<file path="src/rtl/des_sbox_rom_sequencer.sv">
// des_sbox_rom_sequencer
//
// Purpose: time-shares a single 512x4 S-box ROM (S1..S8 stored back to back)
// across the eight DES S-box lookups of one f-function round. A 48-bit
// post-key-XOR word is accepted, eight serial ROM reads are issued, and the
// returned nibbles are assembled into the 32-bit pre-P-permutation result.
// Only one operation is in flight at a time.
//
// Parameters:
//   ROM_LATENCY  cycles from rom_en/rom_addr to valid rom_data (1..4)
//
// Ports:
//   clk, rst        clock; asynchronous active-high reset
//   in_valid/ready  input handshake; in_data[47-6k -: 6] is chunk k for S(k+1)
//   out_valid/ready output handshake; out_data[31-4k -: 4] = S(k+1)(chunk k)
//   rom_en          ROM read strobe
//   rom_addr        {k[2:0], chunk[5:0]} (tables stored in raw 6-bit index order)
//   rom_data        ROM read data, valid ROM_LATENCY cycles after rom_en
//   busy            high whenever the sequencer is not idle
//
// Optional build macro DES_SBOX_PERF_EN adds:
//   perf_ops        saturating count of completed output handshakes
//   perf_stall      saturating count of DONE cycles with out_ready low

module des_sbox_rom_sequencer #(
  parameter int unsigned ROM_LATENCY = 1
) (
  input  logic        clk,
  input  logic        rst,
  input  logic        in_valid,
  output logic        in_ready,
  input  logic [47:0] in_data,
  output logic        out_valid,
  input  logic        out_ready,
  output logic [31:0] out_data,
  output logic        rom_en,
  output logic [8:0]  rom_addr,
  input  logic [3:0]  rom_data,
  output logic        busy
`ifdef DES_SBOX_PERF_EN
  ,
  output logic [15:0] perf_ops,
  output logic [15:0] perf_stall
`endif
);

  typedef enum logic [1:0] {
    IDLE,
    ISSUE,
    DRAIN,
    DONE
  } state_t;

  state_t state, state_nxt;

  logic [47:0] data_q;
  logic [2:0]  issue_k;
  logic [2:0]  ret_cnt;
  logic [5:0]  chunk;

  // Tag pipe mirrors the ROM read latency so each returning nibble knows
  // which S-box slot it belongs to.
  logic [ROM_LATENCY-1:0] tag_v;
  logic [2:0]             tag_k [ROM_LATENCY];

  logic accept;
  logic ret_fire;
  logic last_ret;

  // Built from state directly rather than in_ready to keep the handshake
  // free of a combinational loop through the FSM block.
  assign accept   = (state == IDLE) && in_valid && !rst;
  assign ret_fire = tag_v[ROM_LATENCY-1];
  assign last_ret = ret_fire && (ret_cnt == 3'd7);

  always_comb begin
    state_nxt = state;
    in_ready  = 1'b0;
    out_valid = 1'b0;
    rom_en    = 1'b0;
    busy      = 1'b1;
    unique case (state)
      IDLE: begin
        busy     = 1'b0;
        // Held low while reset is asserted, high from the first cycle after.
        in_ready = !rst;
        if (in_valid && !rst) state_nxt = ISSUE;
      end
      ISSUE: begin
        rom_en = 1'b1;
        if (issue_k == 3'd7) state_nxt = DRAIN;
      end
      DRAIN: begin
        if (last_ret) state_nxt = DONE;
      end
      DONE: begin
        out_valid = 1'b1;
        if (out_ready) state_nxt = IDLE;
      end
    endcase
  end

  always_comb begin
    chunk = '0;
    for (int unsigned j = 0; j < 8; j++) begin
      if (issue_k == 3'(j)) chunk = data_q[47-6*j -: 6];
    end
  end

  assign rom_addr = rom_en ? {issue_k, chunk} : '0;

  always_ff @(posedge clk or posedge rst) begin
    if (rst) begin
      state    <= IDLE;
      data_q   <= '0;
      issue_k  <= '0;
      ret_cnt  <= '0;
      out_data <= '0;
      tag_v    <= '0;
      for (int unsigned i = 0; i < ROM_LATENCY; i++) tag_k[i] <= '0;
    end else begin
      state <= state_nxt;

      if (accept) begin
        data_q   <= in_data;
        out_data <= '0;
        issue_k  <= '0;
        ret_cnt  <= '0;
      end else if (rom_en) begin
        issue_k <= issue_k + 3'd1;
      end

      tag_v[0] <= rom_en;
      tag_k[0] <= issue_k;
      for (int unsigned i = 1; i < ROM_LATENCY; i++) begin
        tag_v[i] <= tag_v[i-1];
        tag_k[i] <= tag_k[i-1];
      end

      // rom_data is only looked at on tag-valid cycles so undriven ROM
      // output never reaches out_data.
      if (ret_fire) begin
        ret_cnt <= ret_cnt + 3'd1;
        for (int unsigned j = 0; j < 8; j++) begin
          if (tag_k[ROM_LATENCY-1] == 3'(j)) out_data[31-4*j -: 4] <= rom_data;
        end
      end
    end
  end

`ifdef DES_SBOX_PERF_EN
  always_ff @(posedge clk or posedge rst) begin
    if (rst) begin
      perf_ops   <= '0;
      perf_stall <= '0;
    end else begin
      if (out_valid && out_ready && (perf_ops != '1)) perf_ops <= perf_ops + 16'd1;
      if ((state == DONE) && !out_ready && (perf_stall != '1)) perf_stall <= perf_stall + 16'd1;
    end
  end
`endif

endmodule
</file>
<file path="config.mk">
export PLATFORM = sky130hd
export DESIGN_NAME = des_sbox_rom_sequencer
export DESIGN_NICKNAME = d
export VERILOG_FILES = /design/src/rtl/des_sbox_rom_sequencer.sv
export SDC_FILE = /design/constraint.sdc
export NUM_CORES = 1
export LEC_CHECK = 0
export BUFFER_PORTS_ARGS = -buffer_cell sky130_fd_sc_hd__clkbuf_2
export CAP_MARGIN = 5
export CORE_MARGIN = 3
export CORE_UTILIZATION = 58
export DETAILED_ROUTE_END_ITERATION = 10
export PLACE_DENSITY = 0.87
export SYNTH_ARGS = -nofsm -noshare
export SYNTH_HDL_FRONTEND = slang
export SYNTH_SLANG_ARGS = --single-unit
</file>
<file path="constraint.sdc">
create_clock -name clk -period 6.15 [get_ports clk]
set_clock_uncertainty 0.1 [all_clocks]
set_input_delay 0 -clock clk [delete_from_list [all_inputs] [get_ports clk]]
set_output_delay 0 -clock clk [all_outputs]
set_load 0.005 [all_outputs]
</file>
# ---- Word level (Yosys, flattened, before mapping)
# Index checks and enable logic that the tools add are counted.
# W data, S select, Z words.
dict set report totals {
  reg_bits 92
  elab_cells 74
}
dict set report op_classes {
  add_sub_neg 2
  eq_ne 22
  n_mux 32
  n_reduce_logical 11
}
# cell count
set op_table {}
lappend op_table {{$mux W32} 2}
lappend op_table {{$mux W6} 8}
lappend op_table {{$mux W4} 8}
lappend op_table {{$eq A3 B3 Y1 const B} 9}
lappend op_table {{$eq A3 B2 Y1 const B} 4}
lappend op_table {{$mux W3} 4}
lappend op_table {{$mux W9} 1}
lappend op_table {{$mux W2} 4}
lappend op_table {{$pmux W2 S4} 1}
lappend op_table {{$add A3 B1 Y3 const B} 2}
lappend op_table {{$eq A3 B1 Y1 const B} 2}
lappend op_table {{$logic_not A3 Y1} 2}
lappend op_table {{$ne A2 B2 Y1 const B} 3}
lappend op_table {{$eq A2 B2 Y1 const B} 2}
lappend op_table {{$logic_and A1 B1 Y1} 4}
lappend op_table {{$mux W1} 4}
lappend op_table {{$reduce_and A4 Y1} 1}
lappend op_table {{$reduce_bool A2 Y1} 2}
lappend op_table {{$eq A2 B1 Y1 const B} 1}
lappend op_table {{$logic_not A2 Y1} 1}
lappend op_table {{$ne A2 B1 Y1 const B} 1}
lappend op_table {{$logic_not A1 Y1} 1}

# ---- Logic depth before layout (Yosys ltp)
# Gate-level depths: netlist of run 1.
dict set report depth {
  word_depth 10
  mapped_depth 8
}

# ---- Worst setup path before layout of run 1
# Ideal clock, no wire load.
dict set report synth_timing {
  path_kind {input to register}
  start {input port rst}
  end {register state[1]}
  arrival_time_ps 2755
  required_time_ps 5922
  path_slack_ps 3168
  cell_stages 4
  path_buffers 0
  cell_sequence {inv_1 a21oi_1 a211oi_2 mux2_1}
}
dict set report synth_between {
  elab_chain_len 4
}
# element line
set synth_lines {}
lappend synth_lines {{start, declared} 29} ;# input logic rst,
lappend synth_lines {{$logic_not A1 Y1 (no line)} --}
lappend synth_lines {{$logic_and A1 B1 Y1} 87} ;# if (in_valid && !rst) state_nxt = ISSUE;
lappend synth_lines {{$ne A2 B1 Y1 (no line)} --}
lappend synth_lines {{$reduce_and A4 Y1 (no line)} --}
lappend synth_lines {{end signal, assigned} 122} ;# state <= state_nxt;
lappend synth_lines {{end, declared} 54} ;# state_t state, state_nxt;
# No other way between the ends.
# A chain may end at the register's enable or synchronous reset.

# ---- Final worst setup path of run 1
dict set report layout_timing {
  start {register issue_k[2]}
  end {output port rom_addr[4]}
}
dict set report layout_between {
  elab_chain_len 10
  word_cells_on_any_way 17
  classes_between {eq/ne: 7; mux: 9; reduce/logical: 1}
}
# element line
set layout_lines {}
lappend layout_lines {{start, declared} 57} ;# logic [2:0] issue_k;
lappend layout_lines {{start signal, assigned} 130} ;# issue_k <= issue_k + 3'd1;
lappend layout_lines {{$logic_not A3 Y1} 106} ;# if (issue_k == 3'(j)) chunk = data_q[47-6*j -: 6];
lappend layout_lines {{$mux W6 (7 in a row)} 106}
lappend layout_lines {{$mux W6 *} 106}
lappend layout_lines {{$mux W9 *} 110} ;# assign rom_addr = rom_en ? {issue_k, chunk} : '0;
lappend layout_lines {{end, declared} 37} ;# output logic [8:0] rom_addr,
# Every way passes the cells marked *; elsewhere a longest branch is shown, timed or not.

==> results of run 1 <==
-- cell usage after synthesis --
master / number / area [µm²]
a211oi_1: 7 / 52.6
a211oi_2: 1 / 12.5
a21oi_1: 19 / 95.1
a221o_1: 6 / 60.1
a221oi_1: 6 / 52.6
a22o_1: 32 / 280
and2_1: 1 / 6.26
and2_2: 1 / 7.51
buf_1: 5 / 18.8
buf_2: 8 / 40.0
buf_4: 6 / 45.0
buf_6: 1 / 11.3
clkbuf_1: 7 / 26.3
clkinv_1: 1 / 3.75
dfrtp_1: 92 / 2300
ha_1: 12 / 150
inv_1: 15 / 56.3
mux2_1: 1 / 11.3
mux2_2: 1 / 11.3
mux2i_1: 2 / 20.0
nand2_1: 145 / 544
nand2_2: 1 / 6.26
nand2b_1: 2 / 12.5
nand2b_2: 1 / 8.76
nor2_1: 20 / 75.1
nor2_2: 8 / 50.1
nor2b_1: 6 / 37.5
nor2b_2: 1 / 8.76
nor2b_4: 1 / 13.8
nor3_2: 2 / 20.0
o211ai_1: 6 / 45.0
o21ai_0: 14 / 70.1
o21ai_1: 6 / 30.0
o22ai_1: 1 / 6.26
or2_0: 1 / 6.26
xnor2_1: 1 / 8.76
-- metrics by stage --
stage | hold WS, ns | setup WS (ns)
floorplan | -0.0791 | 3.17
global placement | 0.0893 | 3.51
detailed placement | 0.0924 | 3.42
CTS | 0.0129 | 3.00
global route | 0.0631 | 2.69
finish | 0.0260 | 2.89
-- path summary, 6_finish.rpt --
path | to | depth (start not counted)
max in group asynchronous | data_q[0] | 4
setup / recovery | rom_addr[4] | 7
hold reg to reg | tag_k[1] | 0
setup reg to reg | state[1] | 4
hold / removal | state[0] | 4
min in group asynchronous | out_data[20] | 4
-- flip-flops by register name, summed over array words and instances (netlist names) --
name,flops
state,2
data_q,48
ret_cnt,3
out_data,32
ret_fire,1
issue_k,3
tag_k,3
-- power by group --
group | internal, µW | switching, µW | total, µW
Combinational | 37.0 | 27.8 | 64.8
Sequential | 606 | 1.07 | 607
Clock | 158 | 235 | 393
-- routing by layer --
layer	vias up	global-route usage	share of wire
li1	1765	-	-
met2	200	0.474	0.48
met5	-	0	0
met1	1787	0.339	0.39
met3	44	0.0605	0.075
met4	0	0.152	0.046
-- kinds of logic after synthesis --
kind of cell / after synthesis / share of synthesized area
and+or+nand+nor: 190 / 0.189
AOI/OAI and AO/OA: 98 / 0.167
DFF: 92 / 0.547
buffers and inverters: 43 / 0.0479
adders and majority gates: 12 / 0.0357
muxes: 4 / 0.0101
xor gates and xnor gates: 1 / 0.00208
-- area by class of cell --
cell class,count,share of cell area
Inverter,16,0.0113
Multi-Input combinational cell,305,0.314
Timing Repair Buffer,156,0.194
Clock inverter,7,0.0124
Clock buffer,9,0.0228
Tap cell,96,0.0221
Sequential cell,92,0.424
-- worst min-delay path, delay by kind of cell --
family / cells / cell delay (ns)
mux: 1 / 0.12
compound gates: 2 / 0.24
buf+inv: 1 / 0.09
-- repair_timing --
action,CTS,global route
endpoints found under the setup margin,0,0
hold buffers,53,0
hold endpoints to repair,172,0
==> run summary, run 1 <==
CP bufs+invs -> 2
Maximum clock rate -> 307 MHz
Wire per inst -> 16.9 µm
Detailed placement HPWL -> 7.33 mm
# nets final -> 648
Max_cap viols -> 0
First-pass DRT Iterations -> 6
Worst Tran Pin Value -> 1.12 ns
Antenna cells -> 0
CP max stage delay -> 0.77 ns
Synth Net Count -> 508
GRT overflow -> 0
Post-CTS Setup Bufs -> 0
Pwr dens -> 196 mW/mm²
Vias in the first global route -> 3682
Mapped cell area -> 0.00421 mm²
Commonest non-fill, non-tap cell in the layout -> nand2_1
Total track usage -> 0.282
Post-DP Area -> 0.00471 mm²
Delay-heaviest family, CP -> flip-flops
Min-Delay Path Class -> input pin to flop
Worst path arrival time -> 3.16 ns
WP data required -> 6.05 ns
Initial antenna violation count -> 0
Clock sink count -> 92
Critical path origin -> issue_k[2]
Die area -> 0.00831 mm²
Crit path cell chain -> clkinv_1, ha_1, or2_0, a221o_1, o211ai_1, a21oi_1, clkbuf_2
Status -> finished clean
Crit share post-route -> 0.530
CORE AREA -> 0.00691 mm²
Routability cong. -> 0.985
Final Cell Area -> 0.00543 mm²
Final ANT Viol Nets -> 0
Reg2Reg Setup Slack -> 3.87 ns
Total CTS buffers -> 9
Number of synthesized register bits -> 92
RSZ-0062 raised after global routing -> false
Max-slew headroom -> 0.251
Pins Over Slew Limit -> 0
Initial Util -> 0.609
# resized after CTS -> 0
Pin count of the biggest net entering global routing -> 94
RR Startpoint -> issue_k[2]
Clock buffer depth -> 2
Clock slew at reported path FFs -> 0.10 ns
Total chip power -> 1060 µW
Detailed-route DRC error count -> 0
Vias -> 3796
Final setup viols -> 0
Final WL -> 11.5 mm
Leak Pwr -> 0.00281 µW
Fill count -> 463
Fraction of layout cells with a size suffix above 1 -> 0.234
FF/Latch Area -> 0.00230 mm²
Final Hold Viols -> 0
Synth Warn # -> 0
Worst Path Max Fanout -> 23
Area of the multi-input gates -> 0.00170 mm²
Vias/cell -> 5.57
Slowest CP cell -> dfrtp_1
H-tree Lvls -> 3
Sequential fraction of the synthesis area -> 0.547
Most frequent cells in the layout -> nand2_1 (145), clkbuf_2 (100), dfrtp_1 (92)
Synth cell types -> 36
Die width -> 91.2 µm
CP Capture Type -> primary output
Mean post-synth cell area -> 9.56 µm²
CTS root buffer -> clkbuf_8
Clock Latency Late Sink -> 0.36 ns
DRT iter0 DRCs -> 263
Fin util -> 0.786
CTS tree -> done
Setup TNS -> 0 ns
Max VDD drop -> 0.195 mV
# IOs -> 101
Post-Syn Instances -> 440
Post-Layout Cell Count -> 681
Global-route wire length before repair -> 18.2 mm
Crit Path Class -> flop to primary output
Hold path start -> out_ready
# port buffers -> 100
Period minus WS final -> 3.26 ns
Area Growth Syn to Fin -> 29.1%
CP Launch Type -> flop
Die H -> 91.2 µm
Placed cell count -> 612
Rows -> 30
No activity file was read; power rests on OpenSTA's default activity.
==> inputs of run 2 (changes only) <==
--- a/config.mk
+++ b/config.mk
@@ -8,9 +8,9 @@
 export BUFFER_PORTS_ARGS = -buffer_cell sky130_fd_sc_hd__clkbuf_2
 export CAP_MARGIN = 5
 export CORE_MARGIN = 3
-export CORE_UTILIZATION = 58
+export CORE_UTILIZATION = 48
 export DETAILED_ROUTE_END_ITERATION = 10
-export PLACE_DENSITY = 0.87
+export PLACE_DENSITY = 0.78
 export SYNTH_ARGS = -nofsm -noshare
 export SYNTH_HDL_FRONTEND = slang
 export SYNTH_SLANG_ARGS = --single-unit
==> constraint.sdc (replaced) <==
create_clock -name clk -period 2.69 [get_ports clk]
set_clock_uncertainty 0.1 [all_clocks]
set_input_delay 0 -clock clk [delete_from_list [all_inputs] [get_ports clk]]
set_output_delay 0 -clock clk [all_outputs]
set_load 0.005 [all_outputs]
==> run 2 against run 1 <==
Net effect:
- sequential share of layout area fell by 0.68 points
- critical endpoint is now rom_addr[3]
- die area rose by 19%
- final area rose by 1.6%
- combinational power rose by 130%
- critical path type unchanged
- clock power rose to 2.7 times the previous value
- largest power group unchanged
- first-iteration DRC count fell by 25%
- global-route usage fell by 4.6 points
==> run summary, run 2 (same netlist as run 1, synthesis figures left out) <==
Status -> finished clean
Worst Path Max Fanout -> 14 (-39%)
CP Capture Type -> primary output
Antenna cells -> 0 (unchanged)
Crit share post-route -> 0.922
GRT overflow -> 0 (unchanged)
Final WL -> 11.3 mm (-2.2%)
Met2 WL post-DR -> 5.59 mm (+0.16%)
Max reg flops -> 48 (unchanged)
Die area -> 0.00992 mm² (+19%)
Min-Delay Path Class -> input pin to flop
DRT iter0 DRCs -> 197 (-25%)
Largest registers -> data_q: 48 flops, out_data: 32 flops
Total CTS buffers -> 9 (unchanged)
Final setup viols -> 0 (unchanged)
Clock buffer depth -> 2 (unchanged)
Vias/cell -> 5.31 (-4.8%)
Max-slew headroom -> 0.449 (+0.198)
CTS tree -> done
Clock Latency Late Sink -> 0.36 ns (about the same)
Detailed-route DRC error count -> 0 (unchanged)
Leak Pwr -> 0.00285 µW (+1.4%)
Vias -> 3689 (-2.8%)
Worst path arrival time -> 2.38 ns (-0.78 ns)
Pin count of the biggest net entering global routing -> 69 (-27%)
Fraction of layout cells with a size suffix above 1 -> 0.241 (+0.00649)
RSZ-0062 raised after global routing -> false
Initial Util -> 0.502 (-0.107)
Max VDD drop -> 0.291 mV (+49%)
Met1 WL -> 4.70 mm (+3.5%)
Crit Path Class -> flop to primary output
Top sig layer -> met4
# IOs -> 101 (unchanged)
Clock sink count -> 92 (unchanged)
Clock slew at reported path FFs -> 0.09 ns (about the same)
R2R depth -> 5 (+1)
Area Growth Syn to Fin -> 31.2%
Pwr dens -> 472 mW/mm² (+140%)
Final Cell Area -> 0.00552 mm² (+1.6%)
Worst hold path cell count -> 4 (unchanged)
Biggest register -> data_q
Rows -> 33 (+10%)
Final Hold Viols -> 0 (unchanged)
Global-route wire length before repair -> 18.5 mm (+1.8%)
# port buffers -> 100 (unchanged)
Die H -> 99.6 µm (+9.3%)
Placed cell count -> 626 (+2.3%)
Routability cong. -> 0.982 (-0.28%)
Final ANT Viol Nets -> 0 (unchanged)
CP Launch Type -> flop
Die width -> 99.6 µm (+9.3%)
Pins Over Slew Limit -> 0 (unchanged)
Met3 WL -> 704 µm (-18%)
Worst Tran Pin Value -> 0.827 ns (-0.296 ns)
CTS root buffer -> clkbuf_8
Maximum clock rate -> 403 MHz
# nets final -> 653 (+0.77%)
H-tree Lvls -> 3 (unchanged)
Detailed placement HPWL -> 7.68 mm (+4.8%)
CORE AREA -> 0.00838 mm² (+21%)
Total track usage -> 0.237 (-0.0456)
Most frequent cells in the layout -> nand2_1 (145), clkbuf_2 (100), dfrtp_1 (92)
Vias in the first global route -> 3842 (+4.3%)
Setup TNS -> 0 ns (unchanged)
Post-Layout Cell Count -> 695 (+2.1%)
Max_cap viols -> 0 (unchanged)
Post-DP Area -> 0.00476 mm² (+1.1%)
# resized after CTS -> 0 (unchanged)
Initial antenna violation count -> 0 (unchanged)
First-pass DRT Iterations -> 4 (-2)
Period minus WS final -> 2.48 ns
Cts hold-fix bufs -> 53 (unchanged)
Wire per inst -> 16.2 µm (-4.1%)
Commonest non-fill, non-tap cell in the layout -> nand2_1
Post-CTS Setup Bufs -> 0 (unchanged)
WP data required -> 2.59 ns (-3.46 ns)
## run 2: power by group
part	internal, µW	total, µW	switching (µW)
sequential	1380	1390	2.20
clock	540	1070	532
combinational	84.5	146	61.7
total	2010	2600	595
## run 2: layout make-up
cell class / count / area [µm²]
fill: 665 / 2860
sequential: 92 / 2300
multi-input combinational: 305 / 1700
timing repair buffer: 161 / 1090
tap: 105 / 131
clock buffer: 9 / 124
clock inverter: 7 / 105
inverter: 16 / 63.8
## run 2: final timing paths
| check | end | startpoint | slack (ns) |
|---|---|---|---|
| min | state[0] | out_ready | 0.08 |
| max reg2reg | state[1] | issue_k[0] | 0.60 |
| max in group asynchronous | data_q[16] | rst | 1.14 |
| min reg2reg | tag_k[2] | issue_k[2] | 0.34 |
| min in group asynchronous | out_data[12] | rst | 0.16 |
| max | rom_addr[3] | issue_k[0] | 0.21 |
## run 2: stage by stage
stage / utilization / hold WS (ns) / worst slack (ns) / power [µW]
6_report: 0.659 / 0.0753 / 0.209 / 2600
5_1_grt: 0.659 / 0.123 / 0.0495 / 2690
4_1_cts: 0.659 / 0.0691 / 0.233 / 2620
3_5_place_dp: 0.568 / -0.00130 / 0.647 / 1500
3_3_place_gp: 0.568 / -0.0134 / 0.707 / 1500
2_1_floorplan: - / -0.0791 / 0.399 / 1440
## run 2: per-layer routing
layer | global-route usage | vias to the layer above
li1 | - | 1770
met1 | 0.289 | 1759
met2 | 0.416 | 137
met3 | 0.0498 | 23
met4 | 0.0788 | 0
met5 | 0 | -
## run 2: worst max-delay path, cell delays in order, from the launching register on
cell	delay, ns
dfrtp_1	0.45
inv_1	0.13
ha_1	0.45
or2_0	0.36
a221o_1	0.17
o211ai_1	0.10
a21oi_1	0.21
clkbuf_2	0.15
